==> config.mk <==
export PLATFORM = sky130hd
export DESIGN_NAME = counter_game_scheduler
export DESIGN_NICKNAME = d
export VERILOG_FILES = /design/src/rtl/counter_game_scheduler.sv
export SDC_FILE = /design/constraint.sdc
export NUM_CORES = 1
export LEC_CHECK = 0
export BUFFER_PORTS_ARGS = -buffer_cell sky130_fd_sc_hd__buf_2
export CAP_MARGIN = 20
export CORE_MARGIN = 4
export CORE_UTILIZATION = 55
export CTS_CLUSTER_DIAMETER = 50
export DETAILED_ROUTE_END_ITERATION = 8
export MAX_ROUTING_LAYER = met4
export PLACE_DENSITY = 0.95
export SLEW_MARGIN = 30
export SYNTH_ARGS = -nofsm -noshare
export SYNTH_HDL_FRONTEND = slang
export SYNTH_SLANG_ARGS = --single-unit
==> constraint.sdc <==
create_clock -name clk -period 2.7 [get_ports clk]
set_input_delay 0.405 -clock clk [delete_from_list [all_inputs] [get_ports clk]]
set_output_delay 0.405 -clock clk [all_outputs]
set_load 0.03 [all_outputs]
==> src/rtl/counter_game_scheduler.sv <==
// Round-robin scheduler that shares one multi-mode counter between two players:
// it arbitrates, loads the seed and mode, watches GAMEOVER/WHO, scores, then clears the counter.
//
// state   | meaning
// --------+------------------------------------------------------------
// S_IDLE  | no holder; arbitrate pending requests
// S_LOAD  | one cycle: drive cnt_init with the captured seed and mode
// S_RUN   | holder plays; leave on gameover, release or slice expiry
// S_CLEAR | hold cnt_reset for RST_CYCLES cycles after a finished game
module counter_game_scheduler #(
    parameter int SLICE      = 16,
    parameter int RST_CYCLES = 2
) (
    input  logic       clk,
    input  logic       reset,
    input  logic [1:0] req,
    input  logic [1:0] mode0,
    input  logic [1:0] mode1,
    input  logic [3:0] seed0,
    input  logic [3:0] seed1,
    input  logic       gameover,
    input  logic [1:0] who,
    output logic [1:0] cnt_control,
    output logic       cnt_init,
    output logic [3:0] cnt_initial_value,
    output logic       cnt_reset,
    output logic [1:0] grant,
    output logic       busy,
    output logic       round_done,
    output logic       winner_id,
    output logic [1:0] result,
    output logic [3:0] score0,
    output logic [3:0] score1
);

    localparam int SW = (SLICE > 1) ? $clog2(SLICE) : 1;
    localparam int RW = (RST_CYCLES > 1) ? $clog2(RST_CYCLES) : 1;
    localparam logic [SW-1:0] SLICE_LAST = SW'(SLICE - 1);
    localparam logic [RW-1:0] RST_LAST   = RW'(RST_CYCLES - 1);

    typedef enum logic [1:0] {S_IDLE, S_LOAD, S_RUN, S_CLEAR} state_t;

    state_t        state_q, state_d;
    logic          ptr_q, ptr_d;
    logic          holder_q, holder_d;
    logic [SW-1:0] slice_q, slice_d;
    logic [RW-1:0] rst_cnt_q, rst_cnt_d;

    logic [1:0] cnt_control_d;
    logic       cnt_init_d;
    logic [3:0] cnt_initial_value_d;
    logic       cnt_reset_d;
    logic [1:0] grant_d;
    logic       busy_d;
    logic       round_done_d;
    logic       winner_id_d;
    logic [1:0] result_d;
    logic [3:0] score0_d;
    logic [3:0] score1_d;

    logic win;
    logic hit0;
    logic hit1;

    // who=01 credits the holder, who=10 credits the opponent
    assign hit0 = ((who == 2'b01) && !holder_q) || ((who == 2'b10) && holder_q);
    assign hit1 = ((who == 2'b01) && holder_q) || ((who == 2'b10) && !holder_q);

    always_comb begin
        state_d             = state_q;
        ptr_d               = ptr_q;
        holder_d            = holder_q;
        slice_d             = slice_q;
        rst_cnt_d           = rst_cnt_q;
        cnt_control_d       = cnt_control;
        cnt_init_d          = 1'b0;
        cnt_initial_value_d = cnt_initial_value;
        cnt_reset_d         = cnt_reset;
        grant_d             = grant;
        round_done_d        = 1'b0;
        winner_id_d         = winner_id;
        result_d            = result;
        score0_d            = score0;
        score1_d            = score1;

        win = ptr_q;
        if (req == 2'b01) begin
            win = 1'b0;
        end else if (req == 2'b10) begin
            win = 1'b1;
        end

        case (state_q)
            S_IDLE: begin
                if (req != 2'b00) begin
                    state_d             = S_LOAD;
                    holder_d            = win;
                    grant_d             = win ? 2'b10 : 2'b01;
                    cnt_init_d          = 1'b1;
                    cnt_initial_value_d = win ? seed1 : seed0;
                    cnt_control_d       = win ? mode1 : mode0;
                end
            end
            S_LOAD: begin
                state_d = S_RUN;
                slice_d = SLICE_LAST;
            end
            S_RUN: begin
                if (gameover) begin
                    state_d      = S_CLEAR;
                    ptr_d        = ~holder_q;
                    grant_d      = 2'b00;
                    cnt_reset_d  = 1'b1;
                    rst_cnt_d    = RST_LAST;
                    round_done_d = 1'b1;
                    winner_id_d  = holder_q;
                    result_d     = who;
                    if (hit0 && (score0 != 4'd15)) score0_d = score0 + 4'd1;
                    if (hit1 && (score1 != 4'd15)) score1_d = score1 + 4'd1;
                end else if (!req[holder_q] || (slice_q == '0)) begin
                    state_d = S_IDLE;
                    ptr_d   = ~holder_q;
                    grant_d = 2'b00;
                end else begin
                    slice_d = slice_q - SW'(1);
                end
            end
            S_CLEAR: begin
                if (rst_cnt_q == '0) begin
                    state_d     = S_IDLE;
                    cnt_reset_d = 1'b0;
                end else begin
                    rst_cnt_d = rst_cnt_q - RW'(1);
                end
            end
            default: begin
                state_d = S_IDLE;
                grant_d = 2'b00;
            end
        endcase

        busy_d = (state_d != S_IDLE);
    end

    always_ff @(posedge clk or posedge reset) begin
        if (reset) begin
            state_q           <= S_IDLE;
            ptr_q             <= 1'b0;
            holder_q          <= 1'b0;
            slice_q           <= '0;
            rst_cnt_q         <= '0;
            cnt_control       <= 2'b00;
            cnt_init          <= 1'b0;
            cnt_initial_value <= 4'd0;
            cnt_reset         <= 1'b0;
            grant             <= 2'b00;
            busy              <= 1'b0;
            round_done        <= 1'b0;
            winner_id         <= 1'b0;
            result            <= 2'b00;
            score0            <= 4'd0;
            score1            <= 4'd0;
        end else begin
            state_q           <= state_d;
            ptr_q             <= ptr_d;
            holder_q          <= holder_d;
            slice_q           <= slice_d;
            rst_cnt_q         <= rst_cnt_d;
            cnt_control       <= cnt_control_d;
            cnt_init          <= cnt_init_d;
            cnt_initial_value <= cnt_initial_value_d;
            cnt_reset         <= cnt_reset_d;
            grant             <= grant_d;
            busy              <= busy_d;
            round_done        <= round_done_d;
            winner_id         <= winner_id_d;
            result            <= result_d;
            score0            <= score0_d;
            score1            <= score1_d;
        end
    end

endmodule
# ---- After elaboration in Yosys (flattened, before gate mapping)
# Index checks and enable logic that the tools add are counted.
dict set report word_totals {
  latch_bits 0
  out_inout_bits 23
  mem_bits_rw 0
  n_memories 0
  register_bits 32
  romBits 0
  wordCells 95
}
dict set report op_classes {
  n_mux 30
  bitwise 1
  addsub 4
  div 0
  n_reduce_logical 28
  multipliers 0
  n_eq_ne 15
  shifts 0
  n_lt_le_gt_ge 1
}
# cell count
set op_table {}
lappend op_table {{$mux W2} 9}
lappend op_table {{$reduce_and A3 Y1} 5}
lappend op_table {{$mux W1} 13}
lappend op_table {{$mux W4} 3}
lappend op_table {{$reduce_bool A2 Y1} 6}
lappend op_table {{$ne A2 B2 Y1 const B} 5}
lappend op_table {{$add A4 B1 Y4 const B} 2}
lappend op_table {{$eq A2 B2 Y1 const B} 4}
lappend op_table {{$ne A4 B4 Y1 const B} 2}
lappend op_table {{$pmux W2 S4} 1}
lappend op_table {{$pmux W4 S2} 1}
lappend op_table {{$reduce_and A2 Y1} 4}
lappend op_table {{$eq A2 B1 Y1 const B} 3}
lappend op_table {{$logic_and A1 B1 Y1} 6}
lappend op_table {{$logic_not A4 Y1} 1}
lappend op_table {{$pmux W1 S2} 2}
lappend op_table {{$pmux W2 S2} 1}
lappend op_table {{$sub A4 B1 Y4 const B} 1}
lappend op_table {{$logic_or A1 B1 Y1} 3}
lappend op_table {{$ne A3 B3 Y1 const B} 1}
lappend op_table {{$logic_not A1 Y1} 2}
lappend op_table {{$logic_not A2 Y1} 1}
lappend op_table {{$lt A1 B2 Y1 const B} 1}
lappend op_table {{$not A1 Y1} 1}
lappend op_table {{$sub A1 B1 Y1 const B} 1}

# ---- Longest topological paths before layout
# Gate-level depths: netlist (run 1).
dict set report depth {
  word_depth 8
  mapped_depth 6
}

# ---- Least setup slack after synthesis (run 1)
# No wires, ideal clock.
dict set report synth_timing {
  kind {register to register}
  from {register score0[0]}
  to {register score0[3]}
  setup_time_ns 0.133
  path_slack_ns 1.113
  required_ns 2.567
  arrival_ns 1.454
  path_stages_with_launch 6
  cell_sequence {dfrtp_1 -> ha_1 -> and3_1 -> a211oi_2 -> nand4_1 -> xnor2_1}
}
dict set report synth_between {
  elab_chain_cells 3
  elab_cells_between_ends 4
}
# item line
set synth_lines {}
lappend synth_lines {{start, declared} 32} ;# output logic [3:0] score0,
lappend synth_lines {{start signal, assigned} 178} ;# score0 <= score0_d;
lappend synth_lines {{branches (longest 3 deep; another with $add A4 B1 Y4)} n/a}
# Parallel ways; which one is timed is not known.
# A chain may end at the register's enable or synchronous reset.

# ---- Worst setup path after layout (run 1)
dict set report layout_timing {
  from {register holder_q}
  to {register ptr_q}
}
dict set report layout_between {
  elab_chain_cells 6
  elab_cells_between_ends 9
}
# item line
set layout_lines {}
lappend layout_lines {{start, declared} 45} ;# logic holder_q, holder_d;
lappend layout_lines {{start signal, assigned} 166} ;# holder_q <= holder_d;
lappend layout_lines {{$mux W1 (implied by the code) (2 in a row)} 120} ;# end else if (!req[holder_q] || (slice_q == '0)) begin
lappend layout_lines {{$logic_not A1 Y1} 120}
lappend layout_lines {{$logic_or A1 B1 Y1} 120}
lappend layout_lines {{$reduce_bool A2 Y1 (no source line)} n/a}
lappend layout_lines {{$reduce_and A2 Y1 (no source line)} n/a}
lappend layout_lines {{end signal, assigned} 165} ;# ptr_q <= ptr_d;
lappend layout_lines {{end, declared} 44} ;# logic ptr_q, ptr_d;
# Several ways; a longest one is shown, not always the timed one. The select of a mux whose other input is x is not followed.

==> results.ini, run 1 <==
[critical_path]
worstPathCellList=mux2i_1, a211oi_2, nor3_1, mux2_1
startpoint_type=flop
r2r_setup_slack_ns=0.85
worstSetupEndpointType=flop
worst_path_max_delay_cell=dfrtp_1
path_max_fanout=13
path_class=reg2reg
path_buf_inv=0
arrival_ns=2.08
slowest_delay_ns=0.59
required_ns=2.93
cp_top_family=multiplexers

[detailed_routing]
highest-signal-layer=met4
drt-initial-drc-count=84
wl_met2_um=1720
drt-met1-wl_um=1350
vias_per_cell=5.84
wirelength_um=3380
drc=0
dr.pass1.iters=4
wl_met3_um=222
avgRoutedWirePerCell_um=14.8
ant_nets=0
num_vias=1338

[floorplanning]
dieHeight_um=61.5
start_util_pct=57.5
coreArea_mm2=0.00273
pin_count=42
rows=19
dieArea_mm2=0.00378
die_w_um=61.5

[cts]
cts.sinks=32
root_buffer=clkbuf_4
numCtsBuffers=5
cts-resized-gates=0
cts.clk_slew.worst_paths_ns=0.11
clock_latency_ns=0.34
tritoncts=yes
cts_setup_buffers=0
htreeDepth=2
cts.path.max_buffers=2
hold_buffers=0

[logic_synthesis]
avgSynthCellArea_um2=10.2
synth.largest_area_cell=dfrtp_1
synthArstFlopShare_pct=100
synth_top_cell_area_share_pct=51.0
yosys-top-cells-area=dfrtp_1 51%, a222oi_1 3.8%, inv_1 3.8%
ys_seq_elements=32
ys_types=45
yosysWarnings=0
synth_edf_count=0
syn_inst=154
yosysSeqAreaShare_pct=51.0
netlist_area_mm2=0.00157
syn_nets=176
yosys_most_used_dff=dfrtp_1

[timing]
finalSetupViolCount=0
slew_viol_final=0
hold_violations=0
fmax_mhz=540
tightestPinTransition_ns=0.682
skew_ns=0.0135
period_needed_ns=1.85
post-route-period-util_pct=68.6
rsz0062_at_grt=no
relSlewSlack_pct=54.2
finalSetupTns_ns=0
layout_setup_ws_ns=0.848

[layout]
drive_gt1_share_pct=28.8
nets=219
final_cell_mix=41 x buf_2, 32 x dfrtp_1, 16 x inv_1
area_growth_syn_to_layout_pct=19.5
layout.area.seq_um2=801
postLayoutCellArea_mm2=0.00188
mostFrequentLayoutCell=buf_2
multi_input_area_um2=682
final_core_util_pct=68.7
fillers=219
diodes=0

[power]
vdd_drop_max_mv=0.944
leakage_nw=0.968
power-per-cell-area_mw_per_mm2=1240

[hold_path]
holdCritPathClass=in2async

[global_route]
grtUsageTotal_pct=21.0
first_global_vias=1302
grt_start_max_net_pins=33
grt_overflow=0
antenna_found_initial=0
grt_first_pass_wirelength_um=5580

[placement]
placedInstanceArea_mm2=0.00180
place_ws_ns=0.878
portBuffers=41
routabilityCongestion=0.786
hpwlAfterDp_um=2550

[job]
max_cap_violations=0

[status]
status=complete, no violations

cells by family (layout without fill, tap and decap cells):
group	count (synthesis)	after routing	synth area share [%]
XOR/XNOR	6	6	3.34
multiplexers	3	3	1.99
AO/OA/AOI/OAI	38	38	18.3
buffers and inverters	23	67	5.65
flip-flops	32	32	51.0
AND/OR/NAND/NOR	49	49	17.4
adder cells (fa/ha/maj)	3	3	2.39
path summary, 6_finish.rpt:
kind | cells after the start | end | start
worst min register to register | 2 | result[0]$_DFFE_PP0P_ | result[0]$_DFFE_PP0P_
max in group asynchronous | 3 | rst_cnt_q$_DFFE_PP0P_ | reset
worst max-delay path | 4 | ptr_q$_DFFE_PP0P_ | holder_q$_DFFE_PP0P_
worst max register to register | 4 | ptr_q$_DFFE_PP0P_ | holder_q$_DFFE_PP0P_
min in group clk | 3 | cnt_control[1]$_DFFE_PP0P_ | mode1[1]
worst min-delay path | 3 | cnt_initial_value[3]$_DFFE_PP0P_ | reset
state kept, by name, summed over array words and instances, names as in the netlist:
signal             flops
holder_q               1
cnt_init               1
cnt_reset              1
ptr_q                  1
score1                 4
busy                   1
grant                  2
cnt_control            2
rst_cnt_q              1
round_done             1
score0                 4
state_q                2
result                 2
cnt_initial_value      4
winner_id              1
slice_q                4
cell usage after synthesis, types with 2 or more instances:
cell	n
o21bai_1	2
ha_1	3
nor3_1	5
mux2i_1	2
o211ai_1	3
buf_2	2
nand3b_1	2
inv_1	16
clkbuf_1	4
dfrtp_1	32
nor2_1	12
nand2_1	12
xor2_1	3
a222oi_1	6
nand3_1	2
a211oi_2	2
and3_1	4
xnor2_1	3
o32a_1	2
a21oi_1	5
o21ai_0	7
and4_1	2
layout make-up:
type                       instances  share of cell area, %
tap                               31                   2.07
timing repair buffer              42                   11.3
clock inverter                     3                   2.27
clock buffer                       5                   2.00
inverter                          17                   3.40
multi-input combinational         99                   36.3
sequential                        32                   42.6
tightest hold or removal path: stages:
cell	delay [ns]
buf_2	0.09
inv_1	0.04
buf_4	0.35
where the power goes:
| group | internal (mW) | leakage (nW) | total, mW | switching (mW) |
|---|---|---|---|---|
| Sequential | 0.689 | 0.381 | 0.921 | 0.231 |
| Combinational | 0.383 | 0.546 | 1.05 | 0.663 |
| Clock | 0.193 | 0.0412 | 0.361 | 0.168 |
metal layers:
layer / vias up / GRT usage, %
li1: 639 / -
met1: 650 / 23.6
met2: 40 / 33.8
met3: 9 / 6.08
met4: 0 / 11.2
met5: - / -
through the flow:
| step | cells | hold WS (ns) | total power, mW |
|---|---|---|---|
| final | 229 | 0.126 | 2.33 |
| after global routing | 229 | 0.146 | 2.52 |
| after detailed placement | 221 | 0.470 | 1.99 |
| after floorplan | 154 | 0.472 | 1.68 |
| after global placement | 221 | 0.461 | 1.95 |
| after CTS | 229 | 0.124 | 2.35 |
Note: power is estimated with default switching activity, not from simulation.
==> run 2: changes to the inputs <==
--- a/config.mk
+++ b/config.mk
@@ -8,11 +8,11 @@
 export BUFFER_PORTS_ARGS = -buffer_cell sky130_fd_sc_hd__buf_2
 export CAP_MARGIN = 20
 export CORE_MARGIN = 4
-export CORE_UTILIZATION = 55
+export CORE_UTILIZATION = 51
 export CTS_CLUSTER_DIAMETER = 50
 export DETAILED_ROUTE_END_ITERATION = 8
 export MAX_ROUTING_LAYER = met4
-export PLACE_DENSITY = 0.95
+export PLACE_DENSITY = 0.9
 export SLEW_MARGIN = 30
 export SYNTH_ARGS = -nofsm -noshare
 export SYNTH_HDL_FRONTEND = slang
==> constraint.sdc (replaced) <==
create_clock -name clk -period 1.9 [get_ports clk]
set_input_delay 0.285 -clock clk [delete_from_list [all_inputs] [get_ports clk]]
set_output_delay 0.285 -clock clk [all_outputs]
set_load 0.03 [all_outputs]
==> results.ini, run 2 (synthesis results as in run 1) <==
[status]
status=complete, no violations

[critical_path]
reg2reg_from=slice_q[0]$_DFFE_PP0P_
worstSetupEndpointType=flop
r2r_end=ptr_q$_DFFE_PP0P_
arrival_ns=1.90
path_max_fanout=5
r2r_setup_slack_ns=0.22
required_ns=2.12
r2r_cells=5
startpoint_type=flop
path_class=reg2reg

[cts]
cts.path.max_buffers=2
clock_latency_ns=0.34
cts.clk_slew.worst_paths_ns=0.10
cts-resized-gates=0
hold_buffers=0
root_buffer=clkbuf_4
cts.sinks=32
htreeDepth=2
numCtsBuffers=5
tritoncts=yes
cts_setup_buffers=0

[hold_path]
holdCritPathClass=in2async

[detailed_routing]
num_vias=1353
dr.pass1.iters=4
ant_nets=0
avgRoutedWirePerCell_um=15.3
wirelength_um=3570
drc=0
vias_per_cell=5.78
drt-initial-drc-count=82

[layout]
fillers=245
stdcell_count=234
mostFrequentLayoutCell=buf_2
area_growth_syn_to_layout_pct=20.7
diodes=0
drive_gt1_share_pct=30.5
postLayoutCellArea_mm2=0.00190
nets=224
final_cell_mix=41 x buf_2, 32 x dfrtp_1, 16 x inv_1

[timing]
finalSetupViolCount=0
tightestPinTransition_ns=0.448
skew_ns=0.00995
rsz0062_at_grt=no
period_needed_ns=1.68
slew_viol_final=0
hold_violations=0
post-route-period-util_pct=88.4
relSlewSlack_pct=69.9
finalSetupTns_ns=0
fmax_mhz=595

[floorplanning]
pin_count=42
rows=19
start_util_pct=55.1
dieHeight_um=63.5
coreArea_mm2=0.00285
die_w_um=63.5
dieArea_mm2=0.00403

[power]
leakage_nw=0.989
vdd_drop_max_mv=1.21
power-per-cell-area_mw_per_mm2=1740

[global_route]
grtUsageTotal_pct=20.0
grt_overflow=0
first_global_vias=1317
antenna_found_initial=0
grt_first_pass_wirelength_um=6160
grt_start_max_net_pins=33

[placement]
placedInstanceArea_mm2=0.00184
portBuffers=41
routabilityCongestion=0.874
dp.cells=226
hpwlAfterDp_um=2670

[job]
max_cap_violations=0

==> run 2: cell types whose count changed in the layout (fill, tap and decap cells not counted) <==
cell / before / now
o21ai_0: 6 / 7
clkbuf_8: 0 / 1
bufinv_16: 1 / 0
clkinvlp_4: 1 / 0
o21ai_1: 2 / 1
buf_4: 1 / 6
clkinv_2: 1 / 2
==> run 2: cell type report <==
type	count	area, um^2	area share (%)
well taps	31	38.8	2.04
flip-flops and latches	32	801	42.2
clock buffers	6	51.3	2.70
inverters	17	63.8	3.36
clock inverters	2	10.0	0.528
repair buffers	47	250	13.2
multi-input cells	99	682	35.9
==> run 2: critical path: stages (launching register included) <==
cell,delay [ns]
dfrtp_1,0.44
inv_1,0.08
ha_1,0.22
a211oi_2,0.09
nor3_1,0.37
mux2_1,0.36
==> run 2: how the worst max path moves through the flow <==
stage | start | endpoint | slack, ns | depth (start not counted)
2_1_floorplan | score0[0]$_DFFE_PP0P_ | score0[3]$_DFFE_PP0P_ | 0.31 | 5
3_3_place_gp | holder_q$_DFFE_PP0P_ | ptr_q$_DFFE_PP0P_ | 0.32 | 4
3_5_place_dp | slice_q[0]$_DFFE_PP0P_ | ptr_q$_DFFE_PP0P_ | 0.27 | 5
4_1_cts | slice_q[0]$_DFFE_PP0P_ | ptr_q$_DFFE_PP0P_ | 0.24 | 5
5_1_grt | state_q[0]$_DFF_PP0_ | cnt_initial_value[2]$_DFFE_PP0P_ | 0.02 | 5
6_report | slice_q[0]$_DFFE_PP0P_ | ptr_q$_DFFE_PP0P_ | 0.22 | 5
==> run 2: metal layers <==
metal  GRT usage [%]  part of all wire, %  vias to the layer above
met4            6.47                  1.3                        0
met5               -                    0                        -
li1                -                    -                      652
met1            24.3                   44                      650
met2            32.2                   49                       45
met3            5.68                  5.5                        6
==> run 2: where the power goes <==
| part | leakage, nW | switching [mW] | internal (mW) | total (mW) |
|---|---|---|---|---|
| clock network | 0.0380 | 0.232 | 0.176 | 0.408 |
| logic | 0.570 | 1.03 | 0.596 | 1.63 |
| registers | 0.381 | 0.291 | 0.981 | 1.27 |
==> run 2: stage by stage <==
stage	util, %	power (mW)	setup WS (ns)	hold slack [ns]
5_1_grt	66.5	3.54	0.0186	0.0322
2_1_floorplan	-	2.39	0.313	0.390
3_5_place_dp	64.3	2.90	0.269	0.389
6_report	66.5	3.30	0.220	0.00457
4_1_cts	66.5	3.31	0.239	0.0166
3_3_place_gp	64.3	2.83	0.322	0.384
